$ cat src/rtl/seq_play_if.sv
// seq_play_if: control/status bundle between a game controller and seq_play.
//   master (controller): drives setup, start, next, tick, rd_idx;
//                        observes rd_color, led, len, busy, done, full.
//   slave  (seq_play):   the reverse directions.
//   MAX_LEN must match the seq_play instance it connects to.
interface seq_play_if #(
  parameter int unsigned MAX_LEN = 16
);
  localparam int unsigned LW = $clog2(MAX_LEN);

  logic [7:0]    setup;
  logic          start;
  logic          next;
  logic          tick;
  logic [LW-1:0] rd_idx;
  logic [1:0]    rd_color;
  logic [3:0]    led;
  logic [LW:0]   len;
  logic          busy;
  logic          done;
  logic          full;

  modport master (
    output setup, start, next, tick, rd_idx,
    input  rd_color, led, len, busy, done, full
  );

  modport slave (
    input  setup, start, next, tick, rd_idx,
    output rd_color, led, len, busy, done, full
  );
endinterface

$ cat src/rtl/seq_play.sv
// seq_play: colour-sequence generator and player for a memory game.
//   A start pulse seeds an 8-bit LFSR and builds a one-colour sequence; each
//   next pulse appends one colour. After every append the whole sequence is
//   replayed on led (one-hot), each colour held for (4 - setup[1:0]) tick
//   pulses and followed by a one-tick dark gap; done pulses at the end.
// Ports:
//   clk   - clock, rising edge
//   R     - asynchronous active-low reset
//   bus   - seq_play_if.slave: setup/start/next/tick/rd_idx in,
//           rd_color (combinational)/led/len/busy/done/full out
// Build option: define SEQ_PLAY_NOREPEAT_EN to bump a generated colour by one
//   (mod 4) whenever it would equal the previously stored colour.
module seq_play #(
  parameter int unsigned MAX_LEN = 16
) (
  input logic        clk,
  input logic        R,
  seq_play_if.slave  bus
);

  localparam int unsigned LW = $clog2(MAX_LEN);
  localparam int unsigned CW = LW + 1;

  typedef enum logic [2:0] {IDLE, GEN, SHOW, GAP, FIN} state_t;

  state_t        state, state_n;
  logic [7:0]    lfsr, lfsr_n;
  logic [CW-1:0] len_q, len_n;
  logic [LW-1:0] idx, idx_n;
  logic [1:0]    tcnt, tcnt_n;

  logic [3:0]    led_q, led_n;
  logic          done_q, done_n;
  logic          busy_q, busy_n;
  logic          full_q, full_n;

  logic [1:0]    mem [MAX_LEN];
  logic          wr_en;
  logic [LW-1:0] wr_addr;
  logic [1:0]    wr_color;

  logic [7:0]    seed;
  logic [7:0]    lfsr_shift;
  logic [1:0]    gen_color;
  logic [2:0]    show_ticks;
  logic [2:0]    tcnt_inc;
  logic [CW-1:0] idx_inc;
  logic [1:0]    show_color;

  // Helpers shared by the FSM
  assign seed       = (bus.setup == 8'h00) ? 8'hA5 : bus.setup;
  assign lfsr_shift = {lfsr[6:0], lfsr[7] ^ lfsr[5] ^ lfsr[4] ^ lfsr[3]};
  assign show_ticks = 3'd4 - {1'b0, bus.setup[1:0]};
  assign tcnt_inc   = {1'b0, tcnt} + 3'd1;
  assign idx_inc    = {1'b0, idx} + CW'(1);

`ifdef SEQ_PLAY_NOREPEAT_EN
  logic [1:0] prev_color;
  // len_q - 1 wraps when len_q is 0, but that case is masked below
  assign prev_color = mem[LW'(len_q - CW'(1))];
  assign gen_color  = ((len_q != '0) && (lfsr_shift[1:0] == prev_color))
                      ? lfsr_shift[1:0] + 2'd1 : lfsr_shift[1:0];
`else
  assign gen_color  = lfsr_shift[1:0];
`endif

  // State and datapath registers
  always_ff @(posedge clk or negedge R) begin
    if (!R) begin
      state  <= IDLE;
      lfsr   <= 8'hA5;
      len_q  <= '0;
      idx    <= '0;
      tcnt   <= '0;
      led_q  <= '0;
      done_q <= 1'b0;
      busy_q <= 1'b0;
      full_q <= 1'b0;
    end else begin
      state  <= state_n;
      lfsr   <= lfsr_n;
      len_q  <= len_n;
      idx    <= idx_n;
      tcnt   <= tcnt_n;
      led_q  <= led_n;
      done_q <= done_n;
      busy_q <= busy_n;
      full_q <= full_n;
    end
  end

  // Sequence storage; len masks stale contents so no reset is needed
  always_ff @(posedge clk) begin
    if (wr_en) begin
      mem[wr_addr] <= wr_color;
    end
  end

  // Next-state logic
  always_comb begin
    state_n  = state;
    lfsr_n   = lfsr;
    len_n    = len_q;
    idx_n    = idx;
    tcnt_n   = tcnt;
    wr_en    = 1'b0;
    wr_addr  = len_q[LW-1:0];
    wr_color = gen_color;

    case (state)
      IDLE: begin
        if (bus.start) begin
          lfsr_n  = seed;
          len_n   = '0;
          state_n = GEN;
        end else if (bus.next && (len_q != CW'(MAX_LEN)) && (len_q != '0)) begin
          state_n = GEN;
        end
      end

      GEN: begin
        lfsr_n  = lfsr_shift;
        wr_en   = 1'b1;
        len_n   = len_q + CW'(1);
        idx_n   = '0;
        tcnt_n  = '0;
        state_n = SHOW;
      end

      SHOW: begin
        if (bus.start) begin
          lfsr_n  = seed;
          len_n   = '0;
          idx_n   = '0;
          tcnt_n  = '0;
          state_n = GEN;
        end else if (bus.tick) begin
          // >= keeps playback moving if setup shortens the hold mid-colour
          if (tcnt_inc >= show_ticks) begin
            tcnt_n  = '0;
            state_n = GAP;
          end else begin
            tcnt_n  = tcnt_inc[1:0];
          end
        end
      end

      GAP: begin
        if (bus.start) begin
          lfsr_n  = seed;
          len_n   = '0;
          idx_n   = '0;
          tcnt_n  = '0;
          state_n = GEN;
        end else if (bus.tick) begin
          if (idx_inc < len_q) begin
            idx_n   = idx_inc[LW-1:0];
            state_n = SHOW;
          end else begin
            state_n = FIN;
          end
        end
      end

      FIN: begin
        if (bus.start) begin
          lfsr_n  = seed;
          len_n   = '0;
          idx_n   = '0;
          tcnt_n  = '0;
          state_n = GEN;
        end else begin
          state_n = IDLE;
        end
      end

      default: begin
        state_n = IDLE;
      end
    endcase
  end

  // Registered outputs computed from the next state; the colour being
  // written this cycle is forwarded so the first SHOW sees it
  always_comb begin
    show_color = mem[idx_n];
    if (wr_en && (wr_addr == idx_n)) begin
      show_color = wr_color;
    end
    led_n  = (state_n == SHOW) ? (4'(1) << show_color) : 4'b0000;
    done_n = (state_n == FIN);
    busy_n = (state_n != IDLE);
    full_n = (len_n == CW'(MAX_LEN));
  end

  assign bus.led      = led_q;
  assign bus.done     = done_q;
  assign bus.busy     = busy_q;
  assign bus.full     = full_q;
  assign bus.len      = len_q;
  assign bus.rd_color = ({1'b0, bus.rd_idx} < len_q) ? mem[bus.rd_idx] : 2'b00;

endmodule

$ cat src/flat_wrapper.sv
// flat-port wrapper written by rule: the top's interface ports become plain ports
module seq_play_flat 
#(
  parameter int unsigned MAX_LEN = 16
)
  (clk, R, bus_setup, bus_start, bus_next, bus_tick, bus_rd_idx, bus_rd_color, bus_led, bus_len, bus_busy, bus_done, bus_full);
  seq_play_if #(.MAX_LEN(MAX_LEN)) bus_i ();
  input logic clk;
  input logic R;
  input wire logic [$bits(bus_i.setup)-1:0] bus_setup;
  input wire logic [$bits(bus_i.start)-1:0] bus_start;
  input wire logic [$bits(bus_i.next)-1:0] bus_next;
  input wire logic [$bits(bus_i.tick)-1:0] bus_tick;
  input wire logic [$bits(bus_i.rd_idx)-1:0] bus_rd_idx;
  output wire logic [$bits(bus_i.rd_color)-1:0] bus_rd_color;
  output wire logic [$bits(bus_i.led)-1:0] bus_led;
  output wire logic [$bits(bus_i.len)-1:0] bus_len;
  output wire logic [$bits(bus_i.busy)-1:0] bus_busy;
  output wire logic [$bits(bus_i.done)-1:0] bus_done;
  output wire logic [$bits(bus_i.full)-1:0] bus_full;
  assign bus_i.setup = bus_setup;
  assign bus_i.start = bus_start;
  assign bus_i.next = bus_next;
  assign bus_i.tick = bus_tick;
  assign bus_i.rd_idx = bus_rd_idx;
  assign bus_rd_color = bus_i.rd_color;
  assign bus_led = bus_i.led;
  assign bus_len = bus_i.len;
  assign bus_busy = bus_i.busy;
  assign bus_done = bus_i.done;
  assign bus_full = bus_i.full;
  seq_play #(.MAX_LEN(MAX_LEN)) u_core (.clk(clk), .R(R), .bus(bus_i));
endmodule
$ cat config.mk
export PLATFORM = sky130hd
export DESIGN_NAME = seq_play_flat
export DESIGN_NICKNAME = d
export VERILOG_FILES = /design/src/rtl/seq_play_if.sv /design/src/rtl/seq_play.sv /design/src/flat_wrapper.sv
export SDC_FILE = /design/constraint.sdc
export NUM_CORES = 1
export LEC_CHECK = 0
export ABC_AREA = 1
export BUFFER_PORTS_ARGS = -buffer_cell sky130_fd_sc_hd__buf_2
export CORE_MARGIN = 2
export CORE_UTILIZATION = 49
export CTS_BUF_LIST = sky130_fd_sc_hd__clkbuf_4 sky130_fd_sc_hd__clkbuf_8 sky130_fd_sc_hd__clkbuf_16
export DETAILED_ROUTE_END_ITERATION = 10
export PLACE_DENSITY = 0.7
export SLEW_MARGIN = 10
export SYNTH_ARGS = -nofsm -noshare
export SYNTH_HDL_FRONTEND = slang
export SYNTH_SLANG_ARGS = --single-unit
export TNS_END_PERCENT = 100
$ cat constraint.sdc
create_clock -name clk -period 5.9 [get_ports clk]
set_input_delay 1.18 -clock clk [delete_from_list [all_inputs] [get_ports clk]]
set_output_delay 1.18 -clock clk [all_outputs]
set_load 0.01 [all_outputs]
---- After elaboration in Yosys (flattened, before gate mapping) ----
Memories as Yosys holds them, arrays and structs flattened.
Cells that the tools add are included.
storage, ports and cells
  bits in writable memories ............... 32
  output and inout port bits .............. 14
  register bits after elaboration ......... 29
  memories ................................ 1
  logic and storage cells ................. 78
operators by class
  order comparisons ....................... 3
  bitwise gates (word level) .............. 3
  equality and inequality tests ........... 12
  reductions and logical operators ........ 14
  shift operators ......................... 1
  $add $sub $neg .......................... 4
  multiplexer cells ....................... 31
memories
  name        words  width  read ports  clocked after memory_dff  wr ports  line            text
  u_core.mem  16     2      2           0                         1         seq_play.sv:37  logic [1:0] mem [MAX_LEN];
operator list
  kind                   count
  $mux W3                8
  $mux W4                5
  $mux W8                2
  $pmux W8 S2            1
  $pmux W3 S5            1
  $mux W2                6
  $pmux W4 S3            1
  $pmux W5 S2            1
  $eq A3 B2 Y1 const B   3
  $logic_not A8 Y1       1
  $eq A3 B3 Y1 const B   2
  $pmux W2 S3            1
  $reduce_bool A3 Y1     2
  $add A4 B1 Y5 const B  1
  $add A5 B1 Y5 const B  1
  $eq A5 B5 Y1 const B   1
  $lt A4 B5 Y1           1
  $lt A5 B5 Y1           1
  $mux W5                1
  $ne A5 B5 Y1 const B   1
  $reduce_bool A5 Y1     1
  $eq A4 B4 Y1           1
  $mux W1                4
  $ne A2 B1 Y1 const B   2
  14 further kinds       19

---- Longest topological paths before layout ----
  depth in word-level cells ............... 11
  mapped depth ............................ 21

---- Worst setup path before layout ----
Ideal clock, no wire load.
  path type ............................... input port to output port
  start point ............................. input port bus_rd_idx[0]
  end point ............................... output port bus_rd_color[1]
  arrival ................................. 2.419 ns
  slack ................................... 2.301 ns
  cell stages on the path ................. 7
  path buffers ............................ 2
  cell sequence ........................... clkbuf_1 -> inv_1 -> clkbuf_1 -> nand2_1 -> a221oi_1 -> nor3_1 -> nor3_1
on the way
  cells in the longest elaborated chain, start to end .. 2
  elaborated cells between the ends (all ways) .. 3
RTL lines
  what                                                   line                text
  start, declared                                        flat_wrapper.sv:14  input wire logic [$bits(bus_i.rd_idx)-1:0] bus_rd_idx;
  $mem_v2 Z16 W2 / $lt A4 B5 Y1 (equally long branches)  --
  $mux W2 (*)                                            seq_play.sv:201     assign bus.rd_color = ({1'b0, bus.rd_idx} < len_q) ? mem[bus.rd_idx] : 2'b00;
  end, declared                                          flat_wrapper.sv:15  output wire logic [$bits(bus_i.rd_color)-1:0] bus_rd_color;
Mark *: on every way between the ends. The rest lies on a longest branch, timed or not.

---- Worst setup path in the final report ----
Same ends and word-level chain as after synthesis.

==> results_dict.tcl <==
set metrics [dict create \
    outcome "finished clean" \
    hold_violations 0 \
    clock_path_buffers 2 \
    yosys.cell_count.top_type "nand2_1" \
    path_max_fanout 18 \
    synth_top_cell_area_share_pct 26.92 \
    ys.flop_type "edfxtp_1" \
    cts_resized 0 \
    utilization_pct 55.45 \
    reg2reg_from "u_core.idx[0]" \
    r2r_cells 18 \
    ys_top_cells_by_count "nand2_1, nand3_1, nor2_1" \
    ioPinCount 31 \
    drtIter0Drc 301 \
    post_dp_cell_area_sq_um 3774 \
    dieArea_sq_um 7983 \
    cp_num_buf_inv 3 \
    critical_path_cell_count 9 \
    synth_top_family_by_area "simple AND/OR/NAND/NOR gates" \
    htreeDepth 3 \
    r2r-end "u_core.bus.led[2]" \
    overflow 0 \
    whs_ps 491.4 \
    diodes 0 \
    drv_cap 0 \
    synth.avg_cell_area_sq_um 8.540 \
    post_drt_wl_per_cell_um 15.35 \
    synth_seq_area_share_pct 47.39 \
    clock_skew_ps 8.229 \
    crit_start "bus_rd_idx[0]" \
    drv_slew 0 \
    p_leak_nw 1.748 \
    cts_root_buf "clkbuf_8" \
    async_flop_share_pct 47.54 \
    hold_buffers 0 \
    power.net_switching_mw 0.7500 \
    critPathLaunchType "input port" \
    routabilityCongestion 0.8660 \
    finalSetupViolations 0 \
    critPathCaptureType "output port" \
    fp.dieH_um 89.35 \
    critPathSlowestCell "inv_1" \
    grt_max_degree 30 \
    grt_pass1_wl_um 13830 \
    min_path_type "flop to flop" \
    worstPathCellList "buf_2 -> inv_1 -> nand2_1 -> a21oi_1 -> o21bai_1 -> a21oi_1 -> nor2_1 -> nor3_1 -> buf_2" \
    final_nets 481 \
    slowest_delay_ps 350 \
    place_ws_ps 2147 \
    synthesis.area_sq_um 3570 \
    insertion_delay_ps 340 \
    dr.pass1.iters 6 \
    drive_above_1_share_pct 15.27 \
    rsz0062_at_grt "no" \
    portBuffers 30 \
    ys_warn_count 0 \
    dpl.hpwl_um 6224 \
    drc 0 \
    synthSimpleGateAreaFrac_pct 27.20 \
    stdcell_count 551 \
    tritoncts "built" \
    synth_cell_types 40 \
    dpl.cell_count 535 \
    start_util_pct 50.02 \
    ir_drop_v 0.0003736 \
    power_density_nw_per_um2 456.6 \
    synth_compound_area_share_pct 10.73 \
    clkPwrFrac_pct 18.8 \
    swShare_pct 41.51 \
    yosys-top-cells-area "edfxtp_1, dfrtp_1, nand2_1" \
    p_comb_share_pct 40.2 \
    grt_antenna_before_repair 0 \
    fin_crit_sh_pct 63.88 \
    postCtsSetupBuffers 0 \
    crit_arrival_ps 2590 \
    maxSlewHeadroom_pct 56.57 \
    numCtsBuffers 9 \
    cts.sinks 61 \
    clkTransAtPathRegs_ps 70 \
    syn_nets 452 \
    track_usage_pct 23.19 \
    synthMuxAreaShare_pct 0 \
    rows 31 \
    synth_xor_area_share_pct 1.717 \
    ys_ff_latch 61 \
    crit_required_ps 4720 \
    die_w_um 89.35 \
    rrSetupSlack_ps 2780 \
    power_mw 1.807 \
    critPathTopFamily "buffers and inverters" \
    synthAdderAreaFrac_pct 5.959 \
    synth_edf_count 32 \
    p_int_mw 1.057 \
    max_freq_mhz 265.3 \
    worst_pin_slew_ps 651.5 \
    core_area_sq_um 7137 \
    postRouteAntennaNets 0 \
    vias 2986 \
    worstSetupEndpoint "bus_rd_color[1]" \
    path_class "input port to output port" \
    synth_area_leader_cell "edfxtp_1" \
    first_global_vias 2821 \
    fin_area_sq_um 3958 \
    p_seq_share_pct 41.0 \
    fin_tns_setup_ps 0 \
    fin_ws_ps 2131 \
    period_needed_ps 3769 \
    area_growth_pct 10.87 \
    viasPerCell 5.419 \
    syn-instance-count 418 \
    routed_wl_um 8457 \
]
## cell type report
cell class              count  area [sq um]
clock buffers              14         173.9
clock inverters             2         10.01
fillers                   679          3179
inverters                  46         172.7
multi-input cells         298          1628
flip-flops and latches     61          1692
well taps                  99         123.9
repair buffers             31         157.7
## worst min path at each step
stage	startpoint	endpoint	slack [ps]	cells after the start
after floorplan	u_core.lfsr[2]	u_core.lfsr[2]	460	2
after global placement	u_core.lfsr[2]	u_core.lfsr[2]	480	2
after detailed placement	u_core.lfsr[2]	u_core.lfsr[2]	490	2
after CTS	u_core.lfsr[2]	u_core.lfsr[2]	500	2
after global routing	u_core.lfsr[5]	u_core.lfsr[5]	520	2
final	u_core.lfsr[2]	u_core.lfsr[2]	490	2
## registers in the layout, indices dropped and copies added, names as in the netlist
name	cells
u_core.bus.full	1
u_core.state	3
u_core.bus.busy	1
u_core.mem	32
u_core.idx	4
u_core.lfsr	8
u_core.bus.led	4
u_core.tcnt	2
u_core.bus.done	1
u_core.bus.len	5
## metal layers
| metal | part of all wire (%) | vias to the layer above | track usage [%] |
|---|---|---|---|
| met5 | 0 | - | 0 |
| met4 | 1.5 | 0 | 7.734 |
| met3 | 7.6 | 14 | 5.633 |
| met2 | 44 | 111 | 36.03 |
| met1 | 46 | 1377 | 32.05 |
| li1 | - | 1484 | - |
## power groups by stage
| stage | Sequential, mW | Combinational (mW) | Clock (mW) |
|---|---|---|---|
| global route | 0.752 | 0.839 | 0.363 |
| floorplan | 0.716 | 0.541 | 0 |
| finish | 0.741 | 0.726 | 0.340 |
| global placement | 0.745 | 0.710 | 0 |
| CTS | 0.739 | 0.731 | 0.345 |
| detailed placement | 0.745 | 0.726 | 0 |
## tightest hold or removal path, delay by kind of cell (launching register included)
family	cells	cell delay [ps]
buffers and inverters	1	40
AOI/OAI and AO/OA	1	80
DFF	1	370
## cells by family (layout without fill, tap and decap cells)
| logic type | after synthesis | in the layout |
|---|---|---|
| buf+inv | 59 | 93 |
| simple gates | 211 | 211 |
| fa+ha+maj | 17 | 17 |
| xor+xnor | 7 | 7 |
| compound gates | 63 | 63 |
| flops | 61 | 61 |
## cells in the final DEF, fill, tap and decap left out, types with 2 or more instances in the layout
cell | Yosys | final
nor4_1 | 2 | 2
inv_2 | 5 | 5
nand3_2 | 2 | 2
nor2_1 | 46 | 46
o21ai_0 | 25 | 24
a221oi_1 | 2 | 2
clkbuf_8 | 0 | 11
o221ai_1 | 8 | 8
a21oi_1 | 15 | 15
dfrtp_1 | 25 | 25
nand2_1 | 80 | 80
inv_1 | 40 | 40
nand2_2 | 5 | 5
edfxtp_1 | 32 | 32
a31oi_1 | 5 | 5
nor2_4 | 3 | 3
clkinv_2 | 0 | 2
buf_2 | 2 | 30
dfstp_2 | 4 | 4
clkbuf_4 | 0 | 3
nand2_4 | 2 | 2
xor2_1 | 6 | 6
ha_1 | 17 | 17
nand3_1 | 59 | 59
nor3_1 | 7 | 7
Note: power is estimated with default switching activity, not from simulation.
